<file path="src/rtl/ro_puf_evaluator.sv">
// Ring-oscillator PUF pair evaluator: per response bit, enables one oscillator pair,
// counts synchronised rising edges of both rings over a fixed window and compares them.
module ro_puf_evaluator #(
   parameter int N_BITS     = 8,
   parameter int SEL_W      = 3,
   parameter int CNT_W      = 16,
   parameter int WINDOW     = 1024,
   parameter int SETTLE_CYC = 4
) (
   input  logic              clk,
   input  logic              rst,
   input  logic              start,
   input  logic              ro_a,
   input  logic              ro_b,
   output logic              ro_en,
   output logic [SEL_W-1:0]  ro_sel,
   output logic              busy,
   output logic              done,
   output logic [N_BITS-1:0] response,
   output logic              tie,
   output logic [2:0]        dbg_state_o
);

   typedef enum logic [2:0] {
      S_IDLE    = 3'd0,
      S_SETTLE  = 3'd1,
      S_COUNT   = 3'd2,
      S_COMPARE = 3'd3,
      S_DONE    = 3'd4
   } state_t;

   localparam int T_MAX = (WINDOW > SETTLE_CYC) ? WINDOW : SETTLE_CYC;
   localparam int T_W   = $clog2(T_MAX + 1);
   localparam logic [T_W-1:0]   SETTLE_LAST = T_W'(SETTLE_CYC - 1);
   localparam logic [T_W-1:0]   WINDOW_LAST = T_W'(WINDOW - 1);
   localparam logic [SEL_W-1:0] IDX_LAST    = SEL_W'(N_BITS - 1);
   localparam logic [CNT_W-1:0] CNT_MAX     = {CNT_W{1'b1}};

   state_t              state_q, state_d;
   logic [T_W-1:0]      tmr_q, tmr_d;
   logic [SEL_W-1:0]    idx_q, idx_d;
   logic [CNT_W-1:0]    cnt_a_q, cnt_a_d, cnt_b_q, cnt_b_d;
   logic [N_BITS-1:0]   resp_q, resp_d;
   logic                tie_q, tie_d;
   logic [2:0]          sa_q, sb_q;
   logic                edge_a, edge_b;

   // Two synchroniser flops then one history flop; the pipeline is flushed between bits.
   always_ff @(posedge clk or posedge rst) begin
      if (rst) begin
         sa_q <= '0;
         sb_q <= '0;
      end else if (state_q == S_COMPARE) begin
         sa_q <= '0;
         sb_q <= '0;
      end else begin
         sa_q <= {sa_q[1:0], ro_a};
         sb_q <= {sb_q[1:0], ro_b};
      end
   end

   assign edge_a = sa_q[1] & ~sa_q[2];
   assign edge_b = sb_q[1] & ~sb_q[2];

   always_ff @(posedge clk or posedge rst) begin
      if (rst) begin
         state_q <= S_IDLE;
         tmr_q   <= '0;
         idx_q   <= '0;
         cnt_a_q <= '0;
         cnt_b_q <= '0;
         resp_q  <= '0;
         tie_q   <= 1'b0;
      end else begin
         state_q <= state_d;
         tmr_q   <= tmr_d;
         idx_q   <= idx_d;
         cnt_a_q <= cnt_a_d;
         cnt_b_q <= cnt_b_d;
         resp_q  <= resp_d;
         tie_q   <= tie_d;
      end
   end

   // start is a level request looked at only in IDLE; done is a single-cycle
   // pulse after which response/tie stay valid until the next accepted start.
   always_comb begin
      state_d = state_q;
      tmr_d   = tmr_q;
      idx_d   = idx_q;
      resp_d  = resp_q;
      tie_d   = tie_q;
      cnt_a_d = '0;
      cnt_b_d = '0;
      case (state_q)
         S_IDLE: begin
            if (start) begin
               state_d = S_SETTLE;
               tmr_d   = '0;
               idx_d   = '0;
               resp_d  = '0;
               tie_d   = 1'b0;
            end
         end
         S_SETTLE: begin
            if (tmr_q == SETTLE_LAST) begin
               tmr_d   = '0;
               state_d = S_COUNT;
            end else begin
               tmr_d = tmr_q + T_W'(1);
            end
         end
         S_COUNT: begin
            cnt_a_d = (edge_a && cnt_a_q != CNT_MAX) ? cnt_a_q + CNT_W'(1) : cnt_a_q;
            cnt_b_d = (edge_b && cnt_b_q != CNT_MAX) ? cnt_b_q + CNT_W'(1) : cnt_b_q;
            if (tmr_q == WINDOW_LAST) begin
               tmr_d   = '0;
               state_d = S_COMPARE;
            end else begin
               tmr_d = tmr_q + T_W'(1);
            end
         end
         S_COMPARE: begin
            resp_d[idx_q] = (cnt_a_q > cnt_b_q);
            if (cnt_a_q == cnt_b_q) tie_d = 1'b1;
            if (idx_q == IDX_LAST) begin
               state_d = S_DONE;
            end else begin
               idx_d   = idx_q + SEL_W'(1);
               state_d = S_SETTLE;
            end
         end
         S_DONE:  state_d = S_IDLE;
         default: state_d = S_IDLE;
      endcase
   end

   assign ro_en       = (state_q == S_SETTLE) || (state_q == S_COUNT);
   assign busy        = (state_q == S_SETTLE) || (state_q == S_COUNT) || (state_q == S_COMPARE);
   assign done        = (state_q == S_DONE);
   assign ro_sel      = idx_q;
   assign response    = resp_q;
   assign tie         = tie_q;
   assign dbg_state_o = state_q;

endmodule
</file>
<file path="config.mk">
export PLATFORM = sky130hd
export DESIGN_NAME = ro_puf_evaluator
export DESIGN_NICKNAME = d
export VERILOG_FILES = /design/src/rtl/ro_puf_evaluator.sv
export SDC_FILE = /design/constraint.sdc
export NUM_CORES = 1
export LEC_CHECK = 0
export BUFFER_PORTS_ARGS = -buffer_cell sky130_fd_sc_hd__buf_4
export CAP_MARGIN = 0
export CORE_MARGIN = 1
export CORE_UTILIZATION = 55
export CTS_CLUSTER_SIZE = 40
export DETAILED_ROUTE_END_ITERATION = 8
export PLACE_DENSITY = 0.76
export SLEW_MARGIN = 20
export SYNTH_ARGS = -nofsm -noshare
export SYNTH_HDL_FRONTEND = slang
export SYNTH_SLANG_ARGS = --single-unit
export TNS_END_PERCENT = 30
</file>
<file path="constraint.sdc">
create_clock -name clk -period 1.8 [get_ports clk]
set_input_delay 0.09 -clock clk [delete_from_list [all_inputs] [get_ports clk]]
set_output_delay 0.09 -clock clk [all_outputs]
set_load 0.02 [all_outputs]
</file>
* Yosys cells after proc, flatten, opt, wreduce, memory -nomap -nowiden
Index checks and enable logic that the tools add are counted.
** Word-level totals
- Flip-flop bits (word level) :: 64
- Input bits :: 5
- Output and inout port bits :: 18
- Word-level logic and storage cells :: 76
** Operators by class
- Add/subtract/negate cells :: 4
- Order comparisons :: 3
- Equality and inequality tests :: 17
- Mux-type cells :: 26
- Bitwise operators :: 4
- Reduce and logical (&&, ||, !) cells :: 13
** Operator list (number)
- $mux W16 :: 4
- $mux W11 :: 3
- $pmux W11 S3 :: 1
- $add A16 B1 Y16 const B :: 2
- $ne A16 B16 Y1 const B :: 2
- $mux W3 :: 8
- $eq A16 B16 Y1 :: 1
- $gt A16 B16 Y1 :: 1
- $pmux W8 S2 :: 1
- $ne A2 B2 Y1 const B :: 6
- $pmux W3 S4 :: 1
- $add A11 B1 Y11 const B :: 1
- $eq A11 B10 Y1 const B :: 1
- $eq A11 B2 Y1 const B :: 1
- $reduce_and A3 Y1 :: 3
- $bwmux W8 :: 1
- $mux W8 :: 1
- $eq A3 B2 Y1 const B :: 2
- $eq A3 B3 Y1 const B :: 2
- $pmux W3 S2 :: 1
- $lt A3 B4 Y1 const B :: 1
- $reduce_and A2 Y1 :: 2
- $add A3 B1 Y3 const B :: 1
- $demux W1 S3 :: 1
- 12 further kinds :: 19

* Logic depth before layout (Yosys ltp)
Gate-level depths: netlist of run 1.
- Word-level depth :: 6
- Depth in mapped cells :: 8
- Depth with buffers taken out :: 7

* Worst setup path after synthesis of run 1
OpenSTA, ideal clock, no wires.
- Path kind :: reg-to-reg
- Start :: reg cnt_a_q[11]
- End :: reg resp_q[2] (netlist: response[2])
- Library setup time :: 0.121 ns
- Data arrival time :: 1.867 ns
- Required time :: 1.679 ns
- Setup slack :: -0.188 ns
- Cell stages (with the launch flop) :: 7
- Buffers on the path :: 0
- Period minus slack after synthesis :: 1.988 ns
- Path through :: dfrtp_1 > ha_1 > a21oi_1 > o21ai_0 > a221o_1 > or3b_1 > o22a_1
** Between the ends
- Longest elaborated chain between the ends :: 3
** RTL lines
- from (decl) :: RTL line 42 : logic [CNT_W-1:0] cnt_a_q, cnt_a_d, cnt_b_q, cnt_b_d;
- from (signal assigned) :: RTL line 78 : cnt_a_q <= cnt_a_d;
- $gt A16 B16 Y1 :: RTL line 124 : resp_d[idx_q] = (cnt_a_q > cnt_b_q);
- $bwmux W8 :: RTL line 124
- $pmux W8 S2 :: RTL line 95 : case (state_q)
- to (signal assigned) :: RTL line 80 : resp_q <= resp_d;
- to (decl) :: RTL line 43 : logic [N_BITS-1:0] resp_q, resp_d;
Every way passes these cells.
A chain may end at the register's enable or synchronous reset.

* Worst setup path in the final report of run 1
- Start :: reg cnt_a_q[15]
- End :: reg resp_q[2] (netlist: response[2])
Same word-level chain as after synthesis.

==> flow_metrics.tcl, run 1 <==
set metrics [dict create \
    finalCritPeriodShare_pct 113 \
    p_total_mw 2.99 \
    layout_setup_ws_ns -0.241 \
    cts_made_buffers 9 \
    die_w_um 84.7 \
    cpPeakStageDelay_ns 0.42 \
    fill_cells 396 \
    synth_area_per_cell_um2 9.23 \
    clockRootBuffer "clkbuf_8" \
    via_per_inst 5.87 \
    final_cell_mix "buf_4, dfrtp_1, nor2_1, nand2_1, xnor2_1" \
    hold_path_class "in2reg" \
    dieArea_um2 7180 \
    timing.rr.end "response[2]$_DFFE_PP0P_" \
    ys_ff_latch 64 \
    drt_first_pass_iters 4 \
    synth_edf_count 0 \
    clkTransAtPathRegs_ns 0.08 \
    grt_use_total_pct 27.8 \
    fmax_mhz 490 \
    final.min_clock_period_ns 2.04 \
    clock_sinks 64 \
    clock_skew_ns 0.00865 \
    syn_area_um2 3760 \
    reg2reg_from "cnt_a_q[15]$_DFFE_PP0P_" \
    startpoint "cnt_a_q[15]$_DFFE_PP0P_" \
    layout.cells.non_filler 600 \
    failed_checks "negative setup slack" \
    grt_max_degree 36 \
    drt-initial-drc-count 217 \
    hold_violations 0 \
    p_per_area_nw_per_um2 581 \
    arrival_ns 2.26 \
    startpoint_type "register" \
    place.gp.congestion 0.817 \
    synth_cell_types 51 \
    rsz0062_at_grt "yes" \
    synth_seq_area_share_pct 42.5 \
    path_cells "ha_1, nand4_1, inv_1, a221o_1, or3b_4, o22a_1" \
    yosys_warnings 0 \
    drt-wirelength-per-cell_um 16.8 \
    max-vdd-ir-drop_v 0.000624 \
    critPathKind "reg2reg" \
    grt_use_met2_pct 48.8 \
    gr-max-usage-layer "met2" \
    nets 544 \
    placed_cell_area_um2 4590 \
    rows 29 \
    grt_first_pass_wirelength_um 15600 \
    synth_cells 408 \
    slew_headroom_pct 59.8 \
    grtUsageMet1_pct 34.4 \
    drcViolationCount 0 \
    endpoint "response[2]$_DFFE_PP0P_" \
    synth_nets 434 \
    hpwl_um 6720 \
    cts_buffer_depth 2 \
    routed_wl_um 10100 \
    final_common_cell "buf_4" \
    worst_pin_slew_ns 0.588 \
    tritoncts "yes" \
    outcome "finished with violations" \
    die_h_um 84.7 \
    drtAntennaViolNets 0 \
    regArea_um2 1600 \
    crit_path_top_delay_cell "a221o_1" \
    via_count 3521 \
    cp.required_ns 2.02 \
    dp.cells 573 \
    cap_violations 0 \
    fin_area_um2 5140 \
    worst-r2r-cell-count 6 \
    start_util_pct 58.0 \
    rrSetupSlack_ns -0.24 \
    pin_count 23 \
    io_buffers 22 \
    slew_violations 0 \
    hold_start "start" \
    met3_usage_pct 4.13 \
    core_um2 6490 \
    async_flop_share_pct 100 \
    leakage_nw 2.16 \
    clkLatencyLatePin_ns 0.34 \
    endpoint_kind "register" \
    htree_levels 3 \
    ys.flop_type "dfrtp_1" \
    setup_violations 19 \
    tns_ns -2.21 \
    post-route-util_pct 79.1 \
    diodes 0 \
    antenna_found_initial 0 \
    area_growth_pct 36.5 \
    grt_overflow 0 \
    layout-drive-gt1-share_pct 33.1 \
    crit_path_max_fanout 3 \
    grt_pass1_vias 3432 \
    multi_input_area_um2 2260 \
]
[power by group]
group	total, mW	switching (mW)	internal (mW)	leakage, nW
Clock	1.47	0.570	0.897	0.117
Sequential	1.45	0.00344	1.44	0.822
Combinational	0.0723	0.0470	0.0253	1.22
Total	2.99	0.621	2.37	2.16
[repair_timing]
item	in CTS	in global routing
endpoints found under the hold margin	17	0
gates resized for setup	14	37
setup endpoints to repair	18	45
cloned	0	1
setup buffers	4	5
hold buffers	3	0
pin swaps	21	19
[sequential cells by signal, indices dropped and copies added (netlist names)]
signal / cells
cnt_a_q: 16
cnt_b_q: 16
tmr_q: 11
response: 8
dbg_state_o: 3
ro_sel: 3
sa_q: 3
sb_q: 3
tie: 1
[final cells by class]
class                           instances  area share (%)
Clock buffer                           14            3.36
Clock inverter                          2            1.17
Inverter                               23            1.68
Multi-Input combinational cell        309            44.0
Sequential cell                        64            31.2
Tap cell                               77            1.87
Timing Repair Buffer                  111            16.7
[cells by family after synthesis]
kind of cell / share of synthesized area [%]
flops: 42.5
mux: 1.66
simple gates: 24.1
buf+inv: 3.86
compound gates: 14.6
fa+ha+maj: 6.98
xor+xnor: 6.28
[through the flow]
stage | setup WS (ns) | hold WS [ns]
floorplan | -0.168 | 0.219
global placement | -0.206 | 0.103
detailed placement | -0.268 | 0.103
CTS | -0.209 | 0.196
global route | -0.301 | 0.216
finish | -0.241 | 0.214
[synthesized netlist by cell type (all sizes together), types with 3 or more instances]
| cell type | instances | area (um2) |
|---|---|---|
| a2111oi | 5 | 43.8 |
| a211oi | 6 | 45.0 |
| a21o | 3 | 22.5 |
| a21oi | 17 | 85.1 |
| a22o | 5 | 43.8 |
| a22oi | 3 | 22.5 |
| and2 | 10 | 62.6 |
| and3 | 7 | 43.8 |
| and4 | 5 | 43.8 |
| buf | 3 | 21.3 |
| clkbuf | 10 | 37.5 |
| dfrtp | 64 | 1600 |
| ha | 21 | 263 |
| inv | 23 | 86.3 |
| mux2i | 4 | 40.0 |
| nand2 | 31 | 116 |
| nand2b | 7 | 43.8 |
| nand3 | 17 | 85.1 |
| nand3b | 4 | 30.0 |
| nand4 | 7 | 43.8 |
| nor2 | 44 | 165 |
| nor3 | 17 | 85.1 |
| nor3b | 4 | 30.0 |
| nor4 | 4 | 25.0 |
| o211ai | 4 | 30.0 |
| o21ai | 17 | 92.6 |
| or2 | 3 | 18.8 |
| or3 | 9 | 56.3 |
| or4 | 3 | 26.3 |
| xnor2 | 26 | 228 |
[critical path: cells and delay by family (launching register included)]
kind / cells / cell delay [ns]
compound gates: 2 / 0.63
fa+ha+maj: 1 / 0.32
buf+inv: 1 / 0.05
flops: 1 / 0.39
simple gates: 2 / 0.55
[how the worst min path moves through the flow]
stage,slack [ns],end,cells after the start
after detailed placement,0.10,ro_sel[0]$_DFFE_PP0P_,2
final,0.21,tmr_q[3]$_DFFE_PP0P_,5
after global routing,0.22,tmr_q[4]$_DFFE_PP0P_,5
after floorplan,0.22,sa_q[0]$_DFF_PP0_,1
after global placement,0.10,tie$_DFFE_PP0P_,2
after CTS,0.20,tmr_q[4]$_DFFE_PP0P_,5
[layer usage]
metal | share of wire [%] | vias up
met2 | 52 | 95
met4 | 1.8 | 0
met5 | 0 | -
li1 | - | 1693
met3 | 3.5 | 18
met1 | 43 | 1715
Power figures use the tool's default switching activity.
==> inputs of run 2 (changes only) <==
- CELL_PAD_IN_SITES_DETAIL_PLACEMENT: default -> 0
- CELL_PAD_IN_SITES_GLOBAL_PLACEMENT: default -> 2
- CORE_UTILIZATION: 55 -> 35
- PLACE_DENSITY: 0.76 -> default
- PLACE_DENSITY_LB_ADDON: default -> 0.1
==> flow_metrics.tcl, run 2 (synthesized netlist as in run 1, its figures left out) <==
set metrics [dict create \
    hold_path_class "in2reg" \
    drt-wirelength-per-cell_um 14.7 \
    fill_cells 1023 \
    grt_max_degree 65 \
    layout-drive-gt1-share_pct 33.6 \
    clock_sinks 64 \
    worst_pin_slew_ns 0.476 \
    core_um2 10400 \
    outcome "finished with violations" \
    start_util_pct 36.3 \
    grt_pass1_vias 3455 \
    reg.largest.list "cnt_a_q (16), cnt_b_q (16), tmr_q (11)" \
    fmax_mhz 493 \
    clockRootBuffer "clkbuf_8" \
    area_growth_pct 40.6 \
    hold_violations 0 \
    nets 550 \
    pin_count 23 \
    routed_wl_um 9750 \
    cp.required_ns 2.04 \
    rsz0062_at_grt "yes" \
    htree_levels 3 \
    die_w_um 106 \
    clock_skew_ns 0.00944 \
    io_buffers 22 \
    failed_checks "negative setup slack" \
    cap_violations 0 \
    dieArea_um2 11200 \
    slew_headroom_pct 67.4 \
    clkLatencyLatePin_ns 0.35 \
    final_common_cell "buf_4" \
    place.gp.congestion 0.783 \
    grt_overflow 0 \
    setup_violations 19 \
    drcViolationCount 0 \
    final_cell_mix "buf_4, dfrtp_1, nor2_1, nand2_1, xnor2_1" \
    antenna_found_initial 0 \
    finalCritPeriodShare_pct 113 \
    placed_cell_area_um2 4730 \
    cts_buffer_depth 2 \
    diodes 0 \
    clkTransAtPathRegs_ns 0.08 \
    layout_setup_ws_ns -0.228 \
    arrival_ns 2.27 \
    leakage_nw 2.19 \
    hpwl_um 6820 \
    post-route-util_pct 51.0 \
    slew_violations 0 \
    die_h_um 106 \
    cts_made_buffers 9 \
    endpoint_kind "register" \
    drt-initial-drc-count 99 \
    fin_area_um2 5290 \
    tritoncts "yes" \
    startpoint_type "register" \
    via_per_inst 5.08 \
    layout.cells.non_filler 665 \
    rows 37 \
    max-vdd-ir-drop_v 0.000369 \
    final.min_clock_period_ns 2.03 \
    critPathKind "reg2reg" \
    p_per_area_nw_per_um2 554 \
    drt_first_pass_iters 4 \
    dp.cells 640 \
    crit_path_max_fanout 3 \
    via_count 3377 \
    p_total_mw 2.93 \
    grt_first_pass_wirelength_um 16400 \
    drtAntennaViolNets 0 \
    grt_use_total_pct 18.8 \
]
run 2: area by class of cell:
cell class	count	area [um2]	area share (%)
Clock inverter	6	82.6	1.56
Timing Repair Buffer	117	933	17.6
Inverter	23	86.3	1.63
Tap cell	136	170	3.22
Multi-Input combinational cell	309	2280	43.1
Sequential cell	64	1600	30.3
Clock buffer	10	138	2.60
run 2: what timing repair did:
action,CTS,global route
resized for setup,14,41
hold buffers,3,0
hold endpoints to repair,66,0
endpoints found under the setup margin,24,43
setup buffers,1,5
pin swaps,9,25
gates cloned,0,1
run 2: critical path, cell delays in order (launching register included):
cell and delay (ns):
dfrtp_1 0.39, ha_1 0.30, nand4_1 0.13, inv_1 0.06
a221o_1 0.42, or3b_4 0.41, o22a_1 0.20
run 2: per-layer routing:
layer | routed length, um | vias to the layer above | track usage, %
li1 | - | 1706 | -
met1 | 4810 | 1626 | 24.1
met2 | 4550 | 32 | 31.3
met3 | 178 | 13 | 2.41
met4 | 202 | 0 | 8.83
met5 | 0 | - | 0
run 2: final timing paths:
kind	start	end	slack [ns]	cells after the start
setup / recovery	cnt_a_q[12]$_DFFE_PP0P_	response[2]$_DFFE_PP0P_	-0.23	6
hold / removal	start	dbg_state_o[0]$_DFFE_PP0P_	0.18	5
setup reg to reg	cnt_a_q[12]$_DFFE_PP0P_	response[2]$_DFFE_PP0P_	-0.23	6
hold reg to reg	sa_q[0]$_DFF_PP0_	sa_q[1]$_DFF_PP0_	0.46	1
max in group asynchronous	rst	cnt_a_q[10]$_DFFE_PP0P_	1.12	4
min in group asynchronous	rst	cnt_b_q[3]$_DFFE_PP0P_	0.38	4
run 2: where the power goes:
group / total (mW) / leakage, nW / switching, mW / internal [mW]
Combinational: 0.0776 / 1.25 / 0.0500 / 0.0276
Sequential: 1.45 / 0.824 / 0.00237 / 1.44
Clock: 1.41 / 0.112 / 0.597 / 0.810
Total: 2.93 / 2.19 / 0.649 / 2.28
run 2: stage by stage:
step | hold slack [ns] | setup slack, ns | setup TNS, ns
CTS | 0.155 | -0.231 | -2.01
detailed placement | 0.208 | -0.305 | -2.67
global placement | 0.200 | -0.308 | -2.48
global route | 0.224 | -0.309 | -4.96
finish | 0.175 | -0.228 | -1.62
floorplan | 0.219 | -0.168 | -0.674
==> inputs of run 3 (changes only) <==
- SKIP_LAST_GASP: default -> 1
==> flow_metrics.tcl, run 3 (synthesized netlist as in run 1, its figures left out) <==
set metrics [dict create \
    routed_wl_um 9730 \
    rrSetupSlack_ns -0.22 \
    fin_area_um2 5200 \
    drtAntennaViolNets 0 \
    layout_setup_ws_ns -0.223 \
    hpwl_um 6820 \
    place.gp.congestion 0.783 \
    fill_cells 1028 \
    layout-drive-gt1-share_pct 30.9 \
    final_cell_mix "buf_4, dfrtp_1, nor2_1, nand2_1, xnor2_1" \
    hold_path_class "in2reg" \
    core_um2 10400 \
    placed_cell_area_um2 4730 \
    start_util_pct 36.3 \
    cts_made_buffers 9 \
    post-place-ws_ns -0.305 \
    drt-initial-drc-count 107 \
    cap_violations 0 \
    via_count 3346 \
    rsz0062_at_grt "yes" \
    p_per_area_nw_per_um2 564 \
    leakage_nw 2.16 \
    startpoint_type "register" \
    rows 37 \
    timing.rr.end "response[2]$_DFFE_PP0P_" \
    htree_levels 3 \
    fmax_mhz 494 \
    reg2reg_from "cnt_a_q[12]$_DFFE_PP0P_" \
    hold_end "dbg_state_o[0]$_DFFE_PP0P_" \
    drt_first_pass_iters 4 \
    grt_use_total_pct 18.6 \
    reg.largest.list "cnt_a_q (16), cnt_b_q (16), tmr_q (11)" \
    outcome "finished with violations" \
    multi_input_area_um2 2210 \
    clock_sinks 64 \
    worst-r2r-cell-count 6 \
    setup_violations 20 \
    io_buffers 22 \
    max-vdd-ir-drop_v 0.000384 \
    failed_checks "negative setup slack" \
    slew_headroom_pct 65.8 \
    die_h_um 106 \
    final_common_cell "buf_4" \
    tritoncts "yes" \
    hold_violations 0 \
    tns_ns -1.58 \
    die_w_um 106 \
    holdPathStages 5 \
    hold_start "start" \
    nets 549 \
    dieArea_um2 11200 \
    crit_path_max_fanout 3 \
    grt_first_pass_wirelength_um 16300 \
    clockRootBuffer "clkbuf_8" \
    pin_count 23 \
    regArea_um2 1600 \
    antenna_found_initial 0 \
    grt_max_degree 65 \
    diodes 0 \
    clkTransAtPathRegs_ns 0.08 \
    worst_pin_slew_ns 0.500 \
    grt_overflow 0 \
    drcViolationCount 0 \
    critPathKind "reg2reg" \
    via_per_inst 5.04 \
    grt_pass1_vias 3445 \
    cts_buffer_depth 2 \
    drt-wirelength-per-cell_um 14.7 \
    cp.required_ns 2.04 \
    finalCritPeriodShare_pct 112 \
    area_growth_pct 38.1 \
    clkLatencyLatePin_ns 0.35 \
    slew_violations 0 \
    clock_skew_ns 0.00899 \
    endpoint_kind "register" \
    arrival_ns 2.26 \
    final.min_clock_period_ns 2.02 \
]
==> run 3: changes by cell type in the layout (fill, tap and decap cells not counted), sizes merged <==
cell / before / now
buf: 114 / 113
==> run 3: final cells by class <==
class,instances,area share [%]
Tap cell,136,3.27
Timing Repair Buffer,116,17.5
Multi-Input combinational cell,309,42.5
Clock buffer,10,2.65
Sequential cell,64,30.8
Clock inverter,6,1.59
Inverter,23,1.66
==> run 3: timing repair <==
action / 4_1_cts / 5_1_grt
gates cloned: 0 / 1
pin swaps: 7 / 7
setup buffers: 1 / 4
hold buffers: 3 / 0
setup endpoints to repair: 24 / 47
endpoints found under the hold margin: 66 / 0
gates resized for setup: 8 / 23
==> run 3: where the power goes <==
part,switching (mW),internal (mW)
Combinational,0.0499,0.0279
Sequential,0.00236,1.44
Clock,0.598,0.810
==> run 3: critical path: stages, from the launching register on <==
cell and delay [ns]:
dfrtp_1 0.39, ha_1 0.30, nand4_1 0.13, inv_1 0.06
a221o_1 0.42, or3b_4 0.41, o22a_1 0.20
==> run 3: worst max-delay path by stage <==
stage | start | endpoint | slack (ns) | cells after the start
detailed placement | cnt_b_q[14]$_DFFE_PP0P_ | response[7]$_DFFE_PP0P_ | -0.30 | 9
global placement | cnt_b_q[14]$_DFFE_PP0P_ | response[7]$_DFFE_PP0P_ | -0.31 | 9
CTS | cnt_b_q[9]$_DFFE_PP0P_ | response[2]$_DFFE_PP0P_ | -0.23 | 7
floorplan | cnt_b_q[11]$_DFFE_PP0P_ | response[2]$_DFFE_PP0P_ | -0.17 | 7
finish | cnt_a_q[12]$_DFFE_PP0P_ | response[2]$_DFFE_PP0P_ | -0.22 | 6
global route | cnt_b_q[11]$_DFFE_PP0P_ | response[2]$_DFFE_PP0P_ | -0.31 | 7
==> run 3: through the flow <==
stage / util (%) / std cells / total power, mW / hold slack [ns]
6_report: 50.1 / 664 / 2.93 / 0.174
5_1_grt: 50.1 / 664 / 3.05 / 0.230
4_1_cts: 48.6 / 659 / 2.98 / 0.155
3_5_place_dp: 45.6 / 640 / 1.55 / 0.208
3_3_place_gp: 45.6 / 640 / 1.55 / 0.200
2_1_floorplan: - / 408 / 1.51 / 0.219
==> run 3: layer usage <==
layer	up-vias	GRT usage, %	share of wire [%]
met5	-	0	0
met4	0	8.83	2.1
met3	13	2.41	2.2
met2	38	30.8	47
met1	1593	23.9	49
li1	1702	-	-
